## config.mk

```make
export PLATFORM = sky130hd
export DESIGN_NAME = fs_npc_redirect
export DESIGN_NICKNAME = d
export VERILOG_FILES = /design/src/rtl/fs_npc_redirect_pkg.sv /design/src/rtl/fs_npc_redirect_btb_dm.sv /design/src/rtl/fs_npc_redirect.sv
export SDC_FILE = /design/constraint.sdc
export NUM_CORES = 1
export LEC_CHECK = 0
export BUFFER_PORTS_ARGS = -buffer_cell sky130_fd_sc_hd__buf_4
export CORE_AREA = 2 2 260 262
export CTS_BUF_LIST = sky130_fd_sc_hd__clkbuf_8
export DETAILED_ROUTE_END_ITERATION = 8
export DIE_AREA = 0 0 262 264
export HOLD_SLACK_MARGIN = 0.06
export PLACE_DENSITY = 0.82
export SYNTH_ARGS = -nofsm -noshare
export SYNTH_HDL_FRONTEND = slang
export SYNTH_SLANG_ARGS = --single-unit
```

## constraint.sdc

```tcl
create_clock -name clk -period 11.1 [get_ports clk]
set_input_delay 1.11 -clock clk [delete_from_list [all_inputs] [get_ports clk]]
set_output_delay 1.11 -clock clk [all_outputs]
set_load 0.02 [all_outputs]
```

## src/rtl/fs_npc_redirect_pkg.sv

```systemverilog
// Shared constants for the pre-fetch next-PC generator: branch bus layout,
// BTB geometry defaults and the redirect FSM state encoding.
package fs_npc_redirect_pkg;

   localparam logic [31:0] RESET_PC    = 32'hBFC0_0000;
   localparam int          BTB_ENTRIES = 16;

   localparam int BR_BUS_WD   = 33;
   localparam int PRD_ERR_BIT = 32;
   localparam int TARGET_MSB  = 31;

   function automatic int btb_idx_w(input int entries);
      return $clog2(entries);
   endfunction

   localparam int BTB_IDX_W = btb_idx_w(BTB_ENTRIES);
   localparam int BTB_TAG_W = 32 - BTB_IDX_W - 2;

   localparam logic [1:0] SEQ   = 2'd0;
   localparam logic [1:0] DSLOT = 2'd1;
   localparam logic [1:0] REDIR = 2'd2;

endpackage

```

## src/rtl/fs_npc_redirect_btb_dm.sv

```systemverilog
// Direct-mapped branch target buffer: combinational read, one synchronous
// write port. A same-cycle read of the slot being written sees the old entry.
module btb_dm #(
   parameter int IDX_W = 4,
   parameter int TAG_W = 26
) (
   input  logic             clk,
   input  logic             resetn,
   input  logic [IDX_W-1:0] rd_idx,
   input  logic [TAG_W-1:0] rd_tag,
   output logic             rd_hit,
   output logic [31:0]      rd_target,
   input  logic             wr_en,
   input  logic [IDX_W-1:0] wr_idx,
   input  logic [TAG_W-1:0] wr_tag,
   input  logic [31:0]      wr_target
);

   localparam int ENTRIES = 1 << IDX_W;

   logic [ENTRIES-1:0] valid_q;
   logic [TAG_W-1:0]   tag_q    [ENTRIES];
   logic [31:0]        target_q [ENTRIES];

   // Only the valid bits are cleared; stale tag/target contents are harmless.
   always_ff @(posedge clk or negedge resetn) begin
      if (!resetn) begin
         valid_q <= '0;
      end else if (wr_en) begin
         valid_q[wr_idx] <= 1'b1;
      end
   end

   always_ff @(posedge clk) begin
      if (wr_en) begin
         tag_q[wr_idx]    <= wr_tag;
         target_q[wr_idx] <= wr_target;
      end
   end

   assign rd_hit    = valid_q[rd_idx] && (tag_q[rd_idx] == rd_tag);
   assign rd_target = target_q[rd_idx];

endmodule

```

## src/rtl/fs_npc_redirect.sv

```systemverilog
// Pre-fetch next-PC generator: owns the fetch PC, predicts through a small
// BTB (branch + delay slot), and redirects on execute-stage mispredicts.
module fs_npc_redirect #(
   parameter int          BTB_ENTRIES = fs_npc_redirect_pkg::BTB_ENTRIES,
   parameter logic [31:0] RESET_PC    = fs_npc_redirect_pkg::RESET_PC
) (
   input  logic        clk,
   input  logic        resetn,
   input  logic        es_valid,
   input  logic [32:0] es_br_bus,
   input  logic        es_b_or_j,
   input  logic [31:0] es_pc,
   input  logic        fs_allowin,
   output logic        pfs_valid,
   output logic [31:0] pfs_pc,
   output logic [31:0] pfs_pd_pc,
   output logic        br_flush,
   output logic [1:0]  dbg_state
);

   import fs_npc_redirect_pkg::*;

   localparam int IDX_W = $clog2(BTB_ENTRIES);
   localparam int TAG_W = 32 - IDX_W - 2;

   // Handshake: the fetch stage takes pfs_pc on a cycle where
   // pfs_valid & fs_allowin; the PC only advances when fs_allowin is high.

   logic [1:0]  state_q, state_d;
   logic [31:0] pc_q, pc_d;
   logic [31:0] pend_pc_q, pend_pc_d;
   logic [31:0] tgt_q, tgt_d;

   logic        redirect;
   logic [31:0] real_target;
   logic        btb_hit;
   logic [31:0] btb_target;
   logic        btb_wr;

   assign redirect    = es_valid & es_br_bus[PRD_ERR_BIT];
   assign real_target = es_br_bus[TARGET_MSB:0];
   assign btb_wr      = es_valid & es_b_or_j;

   btb_dm #(
      .IDX_W (IDX_W),
      .TAG_W (TAG_W)
   ) u_btb (
      .clk       (clk),
      .resetn    (resetn),
      .rd_idx    (pc_q[IDX_W+1:2]),
      .rd_tag    (pc_q[31:IDX_W+2]),
      .rd_hit    (btb_hit),
      .rd_target (btb_target),
      .wr_en     (btb_wr),
      .wr_idx    (es_pc[IDX_W+1:2]),
      .wr_tag    (es_pc[31:IDX_W+2]),
      .wr_target (real_target)
   );

   // A mispredict always wins; a stalled one parks its target in pend_pc.
   always_comb begin
      state_d   = state_q;
      pc_d      = pc_q;
      pend_pc_d = pend_pc_q;
      tgt_d     = tgt_q;
      if (redirect && fs_allowin) begin
         pc_d    = real_target;
         state_d = SEQ;
      end else if (redirect) begin
         pend_pc_d = real_target;
         state_d   = REDIR;
      end else if (fs_allowin) begin
         case (state_q)
            REDIR: begin
               pc_d    = pend_pc_q;
               state_d = SEQ;
            end
            DSLOT: begin
               pc_d    = tgt_q;
               state_d = SEQ;
            end
            default: begin
               pc_d = pc_q + 32'd4;
               if (btb_hit) begin
                  tgt_d   = btb_target;
                  state_d = DSLOT;
               end
            end
         endcase
      end
   end

   always_ff @(posedge clk or negedge resetn) begin
      if (!resetn) begin
         state_q   <= SEQ;
         pc_q      <= RESET_PC;
         pend_pc_q <= 32'd0;
         tgt_q     <= 32'd0;
      end else begin
         state_q   <= state_d;
         pc_q      <= pc_d;
         pend_pc_q <= pend_pc_d;
         tgt_q     <= tgt_d;
      end
   end

   assign pfs_valid = resetn & (state_q != REDIR);
   assign pfs_pc    = pc_q;
   assign pfs_pd_pc = btb_hit ? btb_target : (pc_q + 32'd8);
   assign br_flush  = resetn & redirect;
   assign dbg_state = state_q;

endmodule

```

## Word level (Yosys, flattened, before mapping)

Memories as Yosys holds them, arrays and structs flattened.
Cells that the tools add are included.

- $add $sub $neg: 2
- Magnitude comparators: 3
- Equal/unequal tests: 5
- Multiplexer cells: 16
- Bitwise gates (word level): 8
- Reduce and logical (&&, ||, !) cells: 11

Operator list:

| cell | count |
|---|---|
| two-way mux 32 bit | 4 |
| one-hot mux 32 bit (2 select lines) | 1 |
| adder 32 x 3 -> 32 bit (second input constant) | 1 |
| adder 32 x 4 -> 32 bit (second input constant) | 1 |
| == test 26 bit | 1 |
| bitwise OR 16 bit | 1 |
| < comparator 4 x 5 -> 1 bit (second input constant) | 2 |
| two-way mux 2 bit | 5 |
| AND reduction 2 bit | 3 |
| AND reduction 5 bit | 1 |
| AND 1 bit | 4 |
| binary-select mux 1 bit (select 4 bit) | 1 |
| demux 1 bit (select 4 bit) | 1 |
| greater-or-equal comparator 4 x 1 -> 1 bit (second input constant) | 1 |
| two-way mux 1 bit | 4 |
| nonzero test 4 bit | 1 |
| logical AND 1 bit | 3 |
| inverter 1 bit | 3 |
| nonzero test 3 bit | 1 |
| == test 2 x 1 -> 1 bit (second input constant) | 1 |
| == test 2 bit (second input constant) | 1 |
| inequality test 2 x 1 -> 1 bit (second input constant) | 1 |
| inequality test 2 bit (second input constant) | 1 |
| nonzero test 2 bit | 1 |
| OR reduction 2 bit | 1 |

- Flip-flop bits (word level): 114
- Memory bits (writable): 928
- Bits of input ports: 70
- Output and inout port bits: 68
- Memories kept: 2

Memories:

| memory | words | width | rd ports | clocked after memory_dff | wr ports | RTL line | text |
|---|---|---|---|---|---|---|---|
| u_btb.target_q | 16 | 32 | 1 | 0 | 1 | fs_npc_redirect_btb_dm.sv:23 | `logic [31:0] target_q [ENTRIES];` |
| u_btb.tag_q | 16 | 26 | 1 | 0 | 1 | fs_npc_redirect_btb_dm.sv:22 | `logic [TAG_W-1:0] tag_q [ENTRIES];` |

## Depth between registers and ports, before layout

Gate-level depths: netlist of run 1.

- Depth in word-level cells: 8
- Mapped depth: 16
- Gate-level depth less buffers: 9

## Modules after synthesis

A second synthesis of run 1 with hierarchy kept.

- Cell total of the unflattened synthesis: 2154
- Area, all modules: 42460.7 sq um

By module, submodules not included:

| module | instances | cells each | area each (sq um) |
|---|---|---|---|
| btb_dm | 1 | 1480 | 36198.5 |
| fs_npc_redirect | 1 | 674 | 6262.3 |

## Least setup slack after synthesis of run 1

OpenSTA, ideal clock, no wires.

- Path type: input to register
- Start point: input port es_pc[3]
- End point: register u_btb.valid_q[0]
- Setup time: 0.089 ns
- Arrival time: 5.997 ns
- Setup slack: 5.013 ns
- Stages on the path: 3
- Path through: or3_1 > nor3_1 > or2_2

- Word-level cells in the longest chain between the ends: 5
- Elaborated cells between the ends (all ways): 6
- Classes of those cells: 2 x order compare; 2 x mux; 1 x bitwise; 1 x reduce/logical

RTL lines:

| element | RTL line | text |
|---|---|---|
| from (decl) | fs_npc_redirect.sv:12 | `input logic [31:0] es_pc,` |
| < comparator 4 x 5 -> 1 bit (implied by the code) / greater-or-equal comparator 4 x 1 -> 1 bit (equally long branches) | fs_npc_redirect_btb_dm.sv:30 | `valid_q[wr_idx] <= 1'b1;` |
| logical AND 1 bit (implied by the code) | fs_npc_redirect_btb_dm.sv:30 |  |
| two-way mux 1 bit (implied by the code) | fs_npc_redirect_btb_dm.sv:30 |  |
| demux 1 bit (select 4 bit) (*) | - |  |
| bitwise OR 16 bit (no line) (*) | - |  |
| to (signal assigned) | fs_npc_redirect_btb_dm.sv:28 | `valid_q <= '0;` |
| to (signal, indexed assignment) | fs_npc_redirect_btb_dm.sv:30 |  |
| to (decl) | fs_npc_redirect_btb_dm.sv:21 | `logic [ENTRIES-1:0] valid_q;` |

Mark *: on every way between the ends. The rest lies on a longest branch, timed or not.
A chain may end at the register's enable or synchronous reset.

## Final worst setup path of run 1

- Start point: register pc_q[2] (netlist: pfs_pc[2])
- End point: output port pfs_pd_pc[30]

- Word-level cells in the longest chain between the ends: 4
- Elaborated cells between the ends (all ways): 8
- Classes of those cells: 1 x add/sub; 1 x eq/ne; 3 x mux; 1 x reduce/logical; 2 x memory

RTL lines:

| element | RTL line | text |
|---|---|---|
| from (decl) | fs_npc_redirect.sv:30 | `logic [31:0] pc_q, pc_d;` |
| from (signal assigned) | fs_npc_redirect.sv:101 | `pc_q <= pc_d;` |
| memory read (16 x 26 bit) / binary-select mux 1 bit (select 4 bit) (equally long branches) | - |  |
| == test 26 bit / two-way mux 1 bit (equally long branches) | fs_npc_redirect_btb_dm.sv:41 | `assign rd_hit = valid_q[rd_idx] && (tag_q[rd_idx] == rd_tag);` |
| logical AND 1 bit | fs_npc_redirect_btb_dm.sv:41 |  |
| two-way mux 32 bit (*) | fs_npc_redirect.sv:109 | `assign pfs_pd_pc = btb_hit ? btb_target : (pc_q + 32'd8);` |
| to (decl) | fs_npc_redirect.sv:16 | `output logic [31:0] pfs_pd_pc,` |

Mark *: on every way between the ends. The rest lies on a longest branch, timed or not. The select of a mux whose other input is x is not followed.

==> metrics, run 1 <==
final worst slack 3.37 ns; syn nets 2442; Net count, final 2631; crit path DAT 6.62 ns; Synth Area per Inst 18.0 um^2; Slew @ Worst Pin 1.24 ns; pre-CTS setup slack 4.27 ns; XOR/XNOR Fraction of Synth Area 1.50%; initial antenna violation count 3; Leak 16.5 nW; setup tns final 0 ns; CP endpoint kind output port; CTS root buf clkbuf_8; Setup violations, final 0; Peak VDD IR 0.144 mV; Placed Cells 3269; die height 264 um; R2R Path Start pfs_pc[2]; commonest non-fill, non-tap cell in the layout edfxtp_1; Cell Pwr Density 199 mW/mm^2; final std cells w/o fill 3561; WP depth 11; reg2reg setup slack 5.42 ns; slew margin rel. 17.6%; Worst EP required 9.99 ns; adder-cell share of the synthesized area 0.117%; RSZ-0062 raised after global routing no; Max Freq 129 MHz; Via density 6.75; Die W 262 um; Area Overhead vs Synth 11.5%; crit path capture pfs_pd_pc[30]; vias in the first global route 24600; CP Max Fanout 49; Async SR Flop Fraction 10.9%; worst hold path class in2async; first-pass GRT wire length 153000 um; CTS tree done; buffer and inverter count on the worst path 3; Critical-path top delay cell dfrtp_4; global route overflow 0; cell family with most CP delay buffers and inverters; Register-to-Register Path Depth 10; minimum clock period 7.73 ns; DR pass1 iterations 6; GRT Total Usage 30.8%; routed wire length 104000 um; worst r2r dst tgt_q[1]; CP Launch Point pfs_pc[2]; crit-path most repeated cell buf_4; 1st-iter DRT viols 3428; fraction of layout cells with a size suffix above 1 27.0%; cells along the critical path buf_4 > mux4_2 > nand2_1 > o221ai_2 > o41a_1 > a2111oi_2 > or4b_4 > or3_2 > buf_4 > mux2i_1 > buf_4; mux contribution to synthesized area 15.8%; Final Hold Vio Count 0; Starting Density 64.0%; Max stage delay on crit path 1.06 ns; drt drc 0; antenna-violating nets left 0; Max Cap Viol 0; GP Congestion 0.937; filler cell count 3824; Yosys cell types 72; CTS Sinks 1042; H-tree depth 4; Post-synth EDFFs 928; clock-pin transition on the worst setup and hold timing paths 0.06 ns; setup bufs post-CTS 0; Setup CP Type reg2out; core box area 0.0666 mm^2; die area 0.0692 mm^2; startpoint types flop; Clock Skew 0.0555 ns; # IOs 138; Vias 24000; most frequent cells in the layout edfxtp_1, mux4_2, buf_4; part of the cycle the worst path needs 69.6%; Most used DFF post-synth edfxtp_1; WHS 0.457 ns; DP Wirelength 59400 um; status finished clean; largest family of logic cells by synthesized area multiplexers; Core Util, Final 71.4%; largest net degree at the start of global routing 76; Compound-Gate Fraction of Synth Area 4.08%; post-cts sizing count 0; TritonCTS Buffers 159; IO buf count 135; post-synthesis sequential area ratio 72.1%; Ys Warns 0; Mapped Cells 2368; wire per inst 29.3 um; Synth Area in Simple Gates 4.24%; cts-stage hold buffer count 0; cell area after synthesis 0.0426 mm^2; clock buffer depth 3; worst-skew pair later-pin latency 0.85 ns; Final Max Slew Viols 0; Seq cells post-synth 1042; row cnt 95
area by class of cell:
| cell class | count | area, um^2 | share of cell area, % |
|---|---|---|---|
| Antenna cell | 1 | 2.50 | 0.00527 |
| Clock buffer | 173 | 2380 | 5.01 |
| Clock inverter | 118 | 648 | 1.36 |
| Inverter | 45 | 170 | 0.358 |
| Multi-Input combinational cell | 1127 | 11100 | 23.3 |
| Sequential cell | 1042 | 30700 | 64.7 |
| Tap cell | 873 | 1090 | 2.30 |
| Timing Repair Buffer | 182 | 1380 | 2.90 |
registers in the layout (all words and copies together) (netlist names):
name,count
pfs_pc,32
u_btb.valid_q,16
u_btb.target_q,512
tgt_q,32
pend_pc_q,32
dbg_state,2
u_btb.tag_q,416
worst min-delay path by stage:
stage	from	end	slack [ns]	depth (start not counted)
finish	resetn	u_btb.valid_q[3]	0.46	1
global route	u_btb.valid_q[7]	u_btb.valid_q[7]	0.48	1
CTS	resetn	dbg_state[1]	0.44	1
detailed placement	u_btb.valid_q[13]	u_btb.valid_q[13]	0.46	1
global placement	u_btb.valid_q[12]	u_btb.valid_q[12]	0.45	1
floorplan	u_btb.valid_q[12]	u_btb.valid_q[12]	0.43	1
metal layers:
layer  global-route usage (%)  vias up  part of all wire [%]
li1                         -     9833                     -
met1                     41.7    12300                    36
met2                     48.0     1642                    49
met3                     8.08      297                    11
met4                     12.9        4                   3.6
met5                        0        -                 0.020
worst register-to-register path: stages, from the launching register on:
cell and delay [ns]:
dfrtp_4 1.06, buf_4 0.78, mux4_2 0.69, nand2_1 0.14, o221ai_2 0.10, o41a_1 0.44, a2111oi_2 0.39, or4b_4 0.55
nor4_4 0.31, buf_4 0.63, mux2_2 0.43
logic make-up after synthesis:
logic type | Yosys count
simple gates | 392
fa+ha+maj | 4
xor+xnor | 73
compound gates | 255
flops | 1042
mux | 403
buf+inv | 199
Yosys cell counts (6+ instances only):
cell	instances	area [um^2]
xor2_1	25	219
o21ai_0	45	225
mux2_2	69	777
dfstp_2	9	236
a311oi_1	6	52.6
xnor2_1	48	420
nor2b_1	10	62.6
inv_1	45	169
o22ai_1	19	119
edfxtp_1	928	27900
nor3_1	18	90.1
a22o_1	7	61.3
nand3_1	46	230
a221oi_1	40	350
nand2_1	172	646
a21oi_1	64	320
nand4_1	12	75.1
nor4_1	7	43.8
a211oi_1	25	188
buf_4	10	75.1
or2_2	19	119
or3_1	6	37.5
nand2b_1	8	50.1
buf_2	28	140
mux2i_1	118	1180
buf_1	31	116
mux4_2	203	4570
a22oi_1	11	82.6
clkbuf_1	76	285
nor2_1	71	267
buf_6	6	67.6
dfrtp_1	105	2630
where the power goes:
group | switching, mW | internal (mW)
sequential | 0.208 | 4.38
clock | 1.48 | 1.52
combinational | 1.05 | 0.832
total | 2.74 | 6.73
through the flow:
step,cell area (um^2),total power [mW]
global placement,44500,6.46
floorplan,42600,5.90
finish,47500,9.47
CTS,47500,9.48
global route,47500,9.79
detailed placement,44500,6.52
Note: power is estimated with default switching activity, not from simulation.
==> inputs of run 2 (changes only) <==
--- a/config.mk
+++ b/config.mk
@@ -5,13 +5,14 @@
 export SDC_FILE = /design/constraint.sdc
 export NUM_CORES = 1
 export LEC_CHECK = 0
+export ABC_AREA = 1
 export BUFFER_PORTS_ARGS = -buffer_cell sky130_fd_sc_hd__buf_4
-export CORE_AREA = 2 2 260 262
+export CORE_AREA = 2 2 279 281
 export CTS_BUF_LIST = sky130_fd_sc_hd__clkbuf_8
 export DETAILED_ROUTE_END_ITERATION = 8
-export DIE_AREA = 0 0 262 264
+export DIE_AREA = 0 0 281 283
 export HOLD_SLACK_MARGIN = 0.06
-export PLACE_DENSITY = 0.82
+export PLACE_DENSITY = 0.78
 export SYNTH_ARGS = -nofsm -noshare
 export SYNTH_HDL_FRONTEND = slang
 export SYNTH_SLANG_ARGS = --single-unit
==> constraint.sdc (replaced) <==
create_clock -name clk -period 6.48 [get_ports clk]
set_input_delay 0.648 -clock clk [delete_from_list [all_inputs] [get_ports clk]]
set_output_delay 0.648 -clock clk [all_outputs]
set_load 0.02 [all_outputs]
==> metrics, run 2 <==
Logic pwr share 23.2%; die height 283 um; Ys Warns 0; GP Congestion 0.961; Setup CP Type reg2out; Area Overhead vs Synth 11.0%; cells along the critical path inv_8 > buf_4 > nand2_1 > nand2_1 > nand2_1 > nand3_1 > nand3_1 > nand3_1 > nand2_1 > nor2_1 > nand3_1 > nor2_1 > nand2_2 > buf_4 > o21ai_0 > buf_4; Vias 31700; top-area cell type share of the netlist area 63.2%; DP Wirelength 68500 um; CP Launch Point pfs_pc[2]; max FFs per register 512; slew margin rel. 19.1%; most frequent cells in the layout edfxtp_1, nand2_1, nor2_1; Die W 281 um; worst-skew pair later-pin latency 0.82 ns; share of total power in the clock network 30.1%; fraction of layout cells with a size suffix above 1 10.5%; initial antenna violation count 3; WHS 0.115 ns; Max stage delay on crit path 0.68 ns; 1st-iter DRT viols 4250; worst hold path class in2reg; startpoint types flop; cts-stage hold buffer count 6; total internal power 11.1 mW; Worst EP required 5.83 ns; DR pass1 iterations 8; vias in the first global route 29800; syn nets 4063; post-cts sizing count 0; Register-to-Register Path Depth 15; Max Cap Viol 0; global route overflow 0; Switching Power 5.48 mW; crit path DAT 5.40 ns; Final Max Slew Viols 0; Top reg by flops u_btb.target_q; TritonCTS Buffers 158; minimum clock period 6.05 ns; IO buf count 135; Critical-path top delay cell dfrtp_4; clock-pin transition on the worst setup and hold timing paths 0.06 ns; row cnt 102; biggest regs u_btb.target_q (512), u_btb.tag_q (416); die area 0.0795 mm^2; # IOs 138; clock buffer depth 3; filler cell count 5675; Clock Skew 0.0310 ns; Peak VDD IR 0.178 mV; Seq cells post-synth 1042; antenna-violating nets left 0; Mapped Cells 3989; part of the cycle the worst path needs 93.4%; Cell Pwr Density 338 mW/mm^2; Async SR Flop Fraction 10.9%; drt drc 0; cell area after synthesis 0.0441 mm^2; worst r2r dst pfs_pc[28]; Final Hold Vio Count 0; Yosys cell types 43; CTS root buf clkbuf_8; Max Freq 165 MHz; reg2reg setup slack 1.90 ns; sequential share of power 46.7%; GRT Total Usage 30.1%; Post-synth EDFFs 928; synth top area cells edfxtp_1, nand2_1, dfrtp_1; CTS tree done; largest net degree at the start of global routing 192; wire per inst 22.7 um; Most used DFF post-synth edfxtp_1; Starting Density 57.5%; first-pass GRT wire length 178000 um; CP Max Fanout 135; setup tns final 0 ns; CTS Sinks 1042; sw frac 33.1%; Synth Area per Inst 11.1 um^2; RSZ-0062 raised after global routing no; crit path capture pfs_pd_pc[25]; H-tree depth 4; Slew @ Worst Pin 1.21 ns; CP endpoint kind output port; core box area 0.0767 mm^2; largest area contributor in the netlist edfxtp_1; Net count, final 4191; post-synthesis sequential area ratio 69.7%; status finished clean; most frequent cell after synthesis edfxtp_1; Via density 6.00; Post-synth top cells edfxtp_1, nand2_1, nor2_1; setup bufs post-CTS 0; routed wire length 120000 um; Setup violations, final 0; commonest non-fill, non-tap cell in the layout edfxtp_1; Leak 18.5 nW; R2R Path Start pfs_pc[2]
run 2: cell count changes after synthesis, moves of 118 or more:
cell and delta:
nand2_1 +689, mux4_2 -203, nor2_1 +464, mux2i_1 -118, nand3_1 +177, o21ai_0 +388
inv_1 +184
run 2: area by class of cell:
| class | instances | area, um^2 | area share [%] |
|---|---|---|---|
| clock inverters | 121 | 628 | 1.28 |
| repair buffers | 208 | 1610 | 3.30 |
| well taps | 1040 | 1300 | 2.66 |
| inverters | 239 | 910 | 1.86 |
| clock buffers | 165 | 2270 | 4.64 |
| flip-flops and latches | 1042 | 30700 | 62.8 |
| diodes | 1 | 2.50 | 0.00511 |
| multi-input cells | 2468 | 11500 | 23.5 |
run 2: worst min path at each step:
| stage | slack [ns] | cells after the start | to | startpoint |
|---|---|---|---|---|
| after floorplan | 0.35 | 0 | dbg_state[0] | resetn |
| after global placement | 0.44 | 2 | u_btb.valid_q[1] | u_btb.valid_q[1] |
| after detailed placement | 0.45 | 2 | u_btb.valid_q[10] | u_btb.valid_q[10] |
| after CTS | 0.06 | 1 | u_btb.tag_q[13][0] | es_pc[6] |
| after global routing | 0.10 | 1 | u_btb.tag_q[1][16] | es_pc[22] |
| final | 0.12 | 1 | u_btb.tag_q[12][0] | es_pc[6] |
run 2: cell families after synthesis:
family,Yosys count,synth area share [%]
XOR/XNOR,28,0.556
adder cells (fa/ha/maj),4,0.113
flip-flops,1042,69.7
buffers and inverters,479,4.54
AO/OA/AOI/OAI,763,9.91
AND/OR/NAND/NOR,1673,15.2
run 2: metrics by stage:
step	setup WS [ns]	area [um^2]	power (mW)	std cells	utilization (%)
2_1_floorplan	2.60	44100	10.2	3989	-
3_3_place_gp	1.53	46000	11.5	4991	60.0
3_5_place_dp	1.50	46000	11.6	4991	60.0
4_1_cts	0.582	49000	16.5	5283	63.8
5_1_grt	0.106	49000	17.2	5284	63.9
6_report	0.429	49000	16.6	5284	63.9
run 2: critical path: cells and delay by family (launching register included):
family	cells	cell delay, ns
compound gates	1	0.66
flops	1	0.68
simple gates	11	1.38
buf+inv	4	1.57
run 2: per-layer routing:
| metal | GRT usage [%] | up-vias | part of all wire [%] |
|---|---|---|---|
| met1 | 43.2 | 15200 | 39 |
| met2 | 44.8 | 2022 | 45 |
| met5 | 0 | - | 0.011 |
| met3 | 7.44 | 257 | 13 |
| li1 | - | 14200 | - |
| met4 | 11.0 | 2 | 3.0 |
run 2: power by group through the flow:
stage | Combinational (mW) | Sequential (mW) | Clock [mW]
after floorplan | 2.45 | 7.77 | 0
final | 3.85 | 7.73 | 4.99
after global routing | 4.19 | 7.74 | 5.30
after CTS | 3.78 | 7.72 | 5.01
after detailed placement | 3.76 | 7.86 | 0
after global placement | 3.67 | 7.85 | 0
